==> config.mk <==
export PLATFORM = sky130hd
export DESIGN_NAME = lfsr_pulse_gen_flat
export DESIGN_NICKNAME = d
export VERILOG_FILES = /design/src/rtl/lfsr_pkg.sv /design/src/rtl/lfsr_pulse_gen_if.sv /design/src/rtl/lfsr_galois.sv /design/src/rtl/lfsr_pulse_gen.sv /design/src/flat_wrapper.sv
export SDC_FILE = /design/constraint.sdc
export NUM_CORES = 1
export LEC_CHECK = 0
export ABC_CLOCK_PERIOD_IN_PS = 1900
export BUFFER_PORTS_ARGS = -buffer_cell sky130_fd_sc_hd__buf_2
export CAP_MARGIN = 0
export CORE_AREA = 2 2 125 66
export CTS_BUF_LIST = sky130_fd_sc_hd__clkbuf_16
export DETAILED_ROUTE_END_ITERATION = 10
export DIE_AREA = 0 0 127 68
export GPL_ROUTABILITY_DRIVEN = 0
export PLACE_DENSITY = 0.39
export SETUP_SLACK_MARGIN = 0.4
export SYNTH_ARGS = -nofsm -noshare
export SYNTH_HDL_FRONTEND = slang
export SYNTH_SLANG_ARGS = --single-unit
export TNS_END_PERCENT = 30
==> constraint.sdc <==
create_clock -name clk -period 1.9 [get_ports clk]
set_input_delay 0.285 -clock clk [delete_from_list [all_inputs] [get_ports clk]]
set_output_delay 0.285 -clock clk [all_outputs]
set_load 0.005 [all_outputs]
==> src/rtl/lfsr_pkg.sv <==
// Shared types and constants for the LFSR comparator datapath: FSM state
// encoding and default maximal-length Galois masks for widths 3..16.
package lfsr_pkg;

  typedef enum logic [1:0] {
    IDLE = 2'd0,
    RUN  = 2'd1,
    DONE = 2'd2
  } state_t;

  localparam logic [15:0] MASK_W3  = 16'h0006;
  localparam logic [15:0] MASK_W4  = 16'h000C;
  localparam logic [15:0] MASK_W5  = 16'h0014;
  localparam logic [15:0] MASK_W6  = 16'h0030;
  localparam logic [15:0] MASK_W7  = 16'h0060;
  localparam logic [15:0] MASK_W8  = 16'h00B8;
  localparam logic [15:0] MASK_W9  = 16'h0110;
  localparam logic [15:0] MASK_W10 = 16'h0240;
  localparam logic [15:0] MASK_W11 = 16'h0500;
  localparam logic [15:0] MASK_W12 = 16'h0E08;
  localparam logic [15:0] MASK_W13 = 16'h1C80;
  localparam logic [15:0] MASK_W14 = 16'h3802;
  localparam logic [15:0] MASK_W15 = 16'h6000;
  localparam logic [15:0] MASK_W16 = 16'hD008;

  // Right-shift Galois masks; callers slice the low WIDTH bits.
  function automatic logic [15:0] default_mask(input int width);
    case (width)
      3:       return MASK_W3;
      4:       return MASK_W4;
      5:       return MASK_W5;
      6:       return MASK_W6;
      7:       return MASK_W7;
      8:       return MASK_W8;
      9:       return MASK_W9;
      10:      return MASK_W10;
      11:      return MASK_W11;
      12:      return MASK_W12;
      13:      return MASK_W13;
      14:      return MASK_W14;
      15:      return MASK_W15;
      16:      return MASK_W16;
      default: return 16'h0000;
    endcase
  endfunction

endpackage

==> src/rtl/lfsr_pulse_gen_if.sv <==
// Operand/pulse bundle between a sweep requester and lfsr_pulse_gen.
interface lfsr_pulse_gen_if
  import lfsr_pkg::*;
#(
  parameter int WIDTH = 8
);
  // start is a level request with no ready: it is sampled only while the
  // generator is idle and acceptance shows as busy rising; while busy,
  // start and the operand buses are ignored. abort cancels a running sweep.
  logic             start;
  logic             abort;
  logic [WIDTH-1:0] x_val;
  logic [WIDTH-1:0] y_val;
  logic             x_pulse;
  logic             y_pulse;
  logic             busy;
  logic             done;
  state_t           dbg_state;

  modport master (
    output start, abort, x_val, y_val,
    input  x_pulse, y_pulse, busy, done, dbg_state
  );

  modport slave (
    input  start, abort, x_val, y_val,
    output x_pulse, y_pulse, busy, done, dbg_state
  );
endinterface

==> src/rtl/lfsr_galois.sv <==
// Right-shifting Galois LFSR with synchronous load of SEED and step enable.
module lfsr_galois #(
  parameter int               WIDTH = 8,
  parameter logic [WIDTH-1:0] MASK  = WIDTH'(8'hB8),
  parameter logic [WIDTH-1:0] SEED  = WIDTH'(1)
) (
  input  logic             clk,
  input  logic             rst_b,
  input  logic             load,
  input  logic             en,
  output logic [WIDTH-1:0] state
);

  always_ff @(posedge clk or negedge rst_b) begin
    if (!rst_b) begin
      state <= SEED;
    end else if (load) begin
      state <= SEED;
    end else if (en) begin
      state <= (state >> 1) ^ (state[0] ? MASK : '0);
    end
  end

endmodule

==> src/rtl/lfsr_pulse_gen.sv <==
// Converts two operands into single-cycle pulses whose timing is the
// operand's position in a full Galois LFSR sweep.
module lfsr_pulse_gen
  import lfsr_pkg::*;
#(
  parameter int               WIDTH = 8,
  parameter logic [WIDTH-1:0] MASK  = WIDTH'(8'hB8),
  parameter logic [WIDTH-1:0] SEED  = WIDTH'(1)
) (
  input logic              clk,
  input logic              rst_b,
  lfsr_pulse_gen_if.slave  bus
);

  localparam logic [WIDTH-1:0] LAST_STEP = WIDTH'((1 << WIDTH) - 2);

  state_t           state;
  logic [WIDTH-1:0] x_q;
  logic [WIDTH-1:0] y_q;
  logic [WIDTH-1:0] step_cnt;
  logic [WIDTH-1:0] lfsr;
  logic             lfsr_load;
  logic             lfsr_en;
  logic             x_hit;
  logic             y_hit;
  logic             x_pulse_q;
  logic             y_pulse_q;
  logic             busy_q;
  logic             done_q;

  assign lfsr_load = (state == IDLE) && bus.start;
  assign lfsr_en   = (state == RUN);

  lfsr_galois #(
    .WIDTH (WIDTH),
    .MASK  (MASK),
    .SEED  (SEED)
  ) u_lfsr (
    .clk   (clk),
    .rst_b (rst_b),
    .load  (lfsr_load),
    .en    (lfsr_en),
    .state (lfsr)
  );

  // Compare hits land in x_hit/y_hit, then in the output pulse registers;
  // a hit still in flight when the FSM has already returned to IDLE
  // (abort) is dropped so nothing appears after the sweep is cancelled.
  always_ff @(posedge clk or negedge rst_b) begin
    if (!rst_b) begin
      state     <= IDLE;
      x_q       <= '0;
      y_q       <= '0;
      step_cnt  <= '0;
      x_hit     <= 1'b0;
      y_hit     <= 1'b0;
      x_pulse_q <= 1'b0;
      y_pulse_q <= 1'b0;
      busy_q    <= 1'b0;
      done_q    <= 1'b0;
    end else begin
      x_hit     <= (state == RUN) && (lfsr == x_q);
      y_hit     <= (state == RUN) && (lfsr == y_q);
      x_pulse_q <= x_hit && (state != IDLE);
      y_pulse_q <= y_hit && (state != IDLE);
      busy_q    <= (state != IDLE);
      done_q    <= (state == DONE) && !bus.abort;

      case (state)
        IDLE: begin
          if (bus.start) begin
            x_q      <= bus.x_val;
            y_q      <= bus.y_val;
            step_cnt <= '0;
            state    <= RUN;
          end
        end
        RUN: begin
          step_cnt <= step_cnt + 1'b1;
          if (bus.abort) begin
            state <= IDLE;
          end else if (step_cnt == LAST_STEP) begin
            state <= DONE;
          end
        end
        DONE: begin
          state <= IDLE;
        end
        default: begin
          state <= IDLE;
        end
      endcase
    end
  end

  assign bus.x_pulse   = x_pulse_q;
  assign bus.y_pulse   = y_pulse_q;
  assign bus.busy      = busy_q;
  assign bus.done      = done_q;
  assign bus.dbg_state = state;

endmodule

==> src/flat_wrapper.sv <==
// flat-port wrapper written by rule: the top's interface ports become plain ports
module lfsr_pulse_gen_flat import lfsr_pkg::*;
#(
  parameter int               WIDTH = 8,
  parameter logic [WIDTH-1:0] MASK  = WIDTH'(8'hB8),
  parameter logic [WIDTH-1:0] SEED  = WIDTH'(1)
)
  (clk, rst_b, bus_start, bus_abort, bus_x_val, bus_y_val, bus_x_pulse, bus_y_pulse, bus_busy, bus_done, bus_dbg_state);
  lfsr_pulse_gen_if #(.WIDTH(WIDTH)) bus_i ();
  input logic clk;
  input logic rst_b;
  input wire logic [$bits(bus_i.start)-1:0] bus_start;
  input wire logic [$bits(bus_i.abort)-1:0] bus_abort;
  input wire logic [$bits(bus_i.x_val)-1:0] bus_x_val;
  input wire logic [$bits(bus_i.y_val)-1:0] bus_y_val;
  output wire logic [$bits(bus_i.x_pulse)-1:0] bus_x_pulse;
  output wire logic [$bits(bus_i.y_pulse)-1:0] bus_y_pulse;
  output wire logic [$bits(bus_i.busy)-1:0] bus_busy;
  output wire logic [$bits(bus_i.done)-1:0] bus_done;
  output wire logic [$bits(bus_i.dbg_state)-1:0] bus_dbg_state;
  assign bus_i.start = bus_start;
  assign bus_i.abort = bus_abort;
  assign bus_i.x_val = bus_x_val;
  assign bus_i.y_val = bus_y_val;
  assign bus_x_pulse = bus_i.x_pulse;
  assign bus_y_pulse = bus_i.y_pulse;
  assign bus_busy = bus_i.busy;
  assign bus_done = bus_i.done;
  assign bus_dbg_state = bus_i.dbg_state;
  lfsr_pulse_gen #(.WIDTH(WIDTH), .MASK(MASK), .SEED(SEED)) u_core (.clk(clk), .rst_b(rst_b), .bus(bus_i));
endmodule
==> impl_metrics.py <==
metrics = {
    "outcome": {
        "status": "complete, no violations",
    },
    "yosys": {
        "synth-seq-cells": 40,
        "synth_fp_nets": 174,
        "synth_warnings": 0,
        "postSynthCellCount": 152,
        "yosys.area.top_type": "dfrtp_1",
        "synth_cell_types": 27,
        "synth_top_area_share_pct": 52.6,
        "synth_seq_area_share_pct": 54.0,
        "syn_area_um2": 1850,
        "synth_area_leaders": "dfrtp_1 53%, mux2_4 13%, xnor2_1 8.0%",
        "syn_area_per_cell_um2": 12.2,
    },
    "floorplan": {
        "ios": 26,
        "rows": 23,
        "die-area_um2": 8640,
        "core_area_um2": 7650,
        "die_width_um": 127,
        "dieHeight_um": 68,
        "initial_utilization_pct": 24.2,
    },
    "setup_path": {
        "worstPathArrival_ns": 1.63,
        "crit_path_max_fanout": 10,
        "endpoint_kind": "register",
        "reg2reg_depth": 2,
        "cp-start-kind": "register",
        "timing_worst_setup_path_type": "reg2reg",
        "required_ns": 2.06,
    },
    "place": {
        "placed_cells": 276,
        "post-place-ws_ns": 0.315,
        "dp_hpwl_mm": 2.90,
        "port-buffer-count": 25,
        "placed_area_um2": 2100,
    },
    "grt": {
        "grt_pass1_wl_mm": 6.84,
        "groute.usage.overall_pct": 10.8,
        "antenna_found_initial": 0,
        "gr-total-overflow": 0,
        "grt_pass1_vias": 1245,
        "grt_max_degree": 21,
    },
    "drt": {
        "antenna_left": 0,
        "routed.top_layer": "met4",
        "vias": 1210,
        "wl_met1_mm": 2.37,
        "via_per_inst": 4.22,
        "routed-wl-met2_mm": 1.54,
        "drt-initial-drc-count": 112,
        "wirelength_mm": 4.21,
        "wl_per_cell_um": 14.7,
        "dr.pass1.iters": 4,
        "drc": 0,
        "dr_wl_met3_um": 232,
    },
    "final_layout": {
        "layout.nets": 208,
        "fillers": 791,
        "area_delta_synth_final_pct": 24.2,
        "fin_area_um2": 2300,
        "layout_common_cells": "37 x dfrtp_1, 25 x buf_2, 18 x nand2_1, 17 x xnor2_1, 16 x mux2_4",
        "layout_commonest_cell": "dfrtp_1",
        "diodes": 0,
        "final_cells": 287,
        "drive_gt1_share_pct": 32.1,
    },
    "power": {
        "p_clk_share_pct": 33.2,
        "swShare_pct": 28.6,
        "peakVddDrop_mv": 0.355,
        "comb_power_share_pct": 23.1,
        "power.switching_uw": 813,
        "power_frac_seq_pct": 43.8,
        "internal-power_uw": 2030,
        "leakage_uw": 0.00110,
        "power_density_nw_per_um2": 1230,
    },
    "timing": {
        "rsz0062_at_grt": "false",
        "final.period_utilization_pct": 77.1,
        "finalWorstSetupSlack_ns": 0.435,
        "fmax_ghz": 0.683,
        "worst_pin_slew_ns": 0.470,
        "tns_ns": 0,
        "holdWs_ns": 0.197,
        "post-route-min-period_ns": 1.47,
        "skew_ns": 0.00483,
        "setup_viol": 0,
        "relSlewSlack_pct": 68.6,
        "drv_slew": 0,
        "finalHoldViolations": 0,
    },
    "clocking": {
        "postCtsSetupBuffers": 0,
        "cts_sinks": 40,
        "h-tree-depth": 2,
        "cts_buffers": 5,
        "root_buffer": "clkbuf_16",
        "clock_latency_ns": 0.28,
        "cts_tree": "built",
        "path_clk_slew_ns": 0.06,
        "cts_buffer_depth": 2,
    },
    "flow_run": {
        "cap_violations": 0,
    },
    "worst_hold_path": {
        "min_path_type": "in2reg",
        "hold_path_depth": 2,
    },
}
==> timing repair <==
item                       in CTS  in global routing
pin swaps                       1                  1
hold buffers                    1                  0
gates cloned                    1                  1
setup endpoints to repair      16                 16
gates resized for setup         1                  3
hold endpoints to repair       17                  0
==> Yosys cell counts (all sizes together) <==
cell type,n
a21oi,1
and3,2
and4,2
buf,5
clkbuf,2
dfrtp,39
dfstp,1
ha,2
inv,3
mux2,16
mux2i,4
nand2,18
nand2b,1
nand3,13
nand4,4
nor2,1
nor2b,3
nor3b,3
nor4,2
o21ai,7
o21bai,1
o22ai,1
o31ai,1
or3b,1
xnor2,17
xor2,2
==> flip-flops by register name (all words and copies together) (netlist names) <==
signal                count
u_core.bus.busy           1
u_core.x_hit              1
u_core.y_hit              1
u_core.u_lfsr.state       8
u_core.bus.y_pulse        1
u_core.step_cnt           8
u_core.bus.x_pulse        1
u_core.x_q                8
u_core.y_q                8
u_core.bus.done           1
u_core.bus.dbg_state      2
==> power groups by stage <==
stage                     Combinational (uW)  Sequential, uW  Clock [uW]
after detailed placement                 649            1250           0
after floorplan                          514            1190           0
final                                    655            1240         942
after global placement                   634            1250           0
after global routing                     736            1280        1010
after CTS                                657            1240         962
==> final timing paths <==
path,start,end,slack (ns)
max in group asynchronous,rst_b,u_core.bus.y_pulse$_DFF_PN0_,0.86
max,u_core.bus.dbg_state[0]$_DFFE_PN0P_,u_core.x_q[3]$_DFFE_PN0P_,0.43
min in group asynchronous,rst_b,u_core.x_q[4]$_DFFE_PN0P_,0.49
max reg2reg,u_core.bus.dbg_state[0]$_DFFE_PN0P_,u_core.x_q[3]$_DFFE_PN0P_,0.43
min,bus_abort,u_core.bus.dbg_state[1]$_DFFE_PN0P_,0.20
min reg2reg,u_core.y_hit$_DFF_PN0_,u_core.bus.y_pulse$_DFF_PN0_,0.46
==> cell families after synthesis <==
group                    share of synthesized area, %
adder cells (fa/ha/maj)                          1.35
XOR/XNOR                                         8.97
buffers and inverters                            3.04
AND/OR/NAND/NOR                                  14.2
flip-flops                                       54.0
AO/OA/AOI/OAI                                    3.31
multiplexers                                     15.1
==> critical path, cell delays in order (launching register included) <==
cell	delay, ns
dfrtp_2	0.48
or3b_4	0.53
mux2_4	0.33
==> metrics by stage <==
stage	utilization (%)	power, uW
final	30.1	2840
after global routing	30.1	3020
after CTS	29.9	2860
after detailed placement	27.5	1900
after global placement	27.5	1880
after floorplan	-	1700
==> layer usage <==
metal	vias to the layer above	GRT usage [%]
met1	568	16.1
met4	0	4.53
met3	7	3.60
li1	597	-
met5	-	0
met2	38	13.9
==> layout make-up <==
type                            instances  area (um2)  share of cell area (%)
Inverter                                3        11.3                   0.489
Clock buffer                            5         125                    5.43
Multi-Input combinational cell        104         818                    35.5
Sequential cell                        40        1000                    43.6
Clock inverter                          3        38.8                    1.68
Timing Repair Buffer                   32         180                    7.82
Tap cell                              100         125                    5.43
No activity file was read; power rests on OpenSTA's default activity.
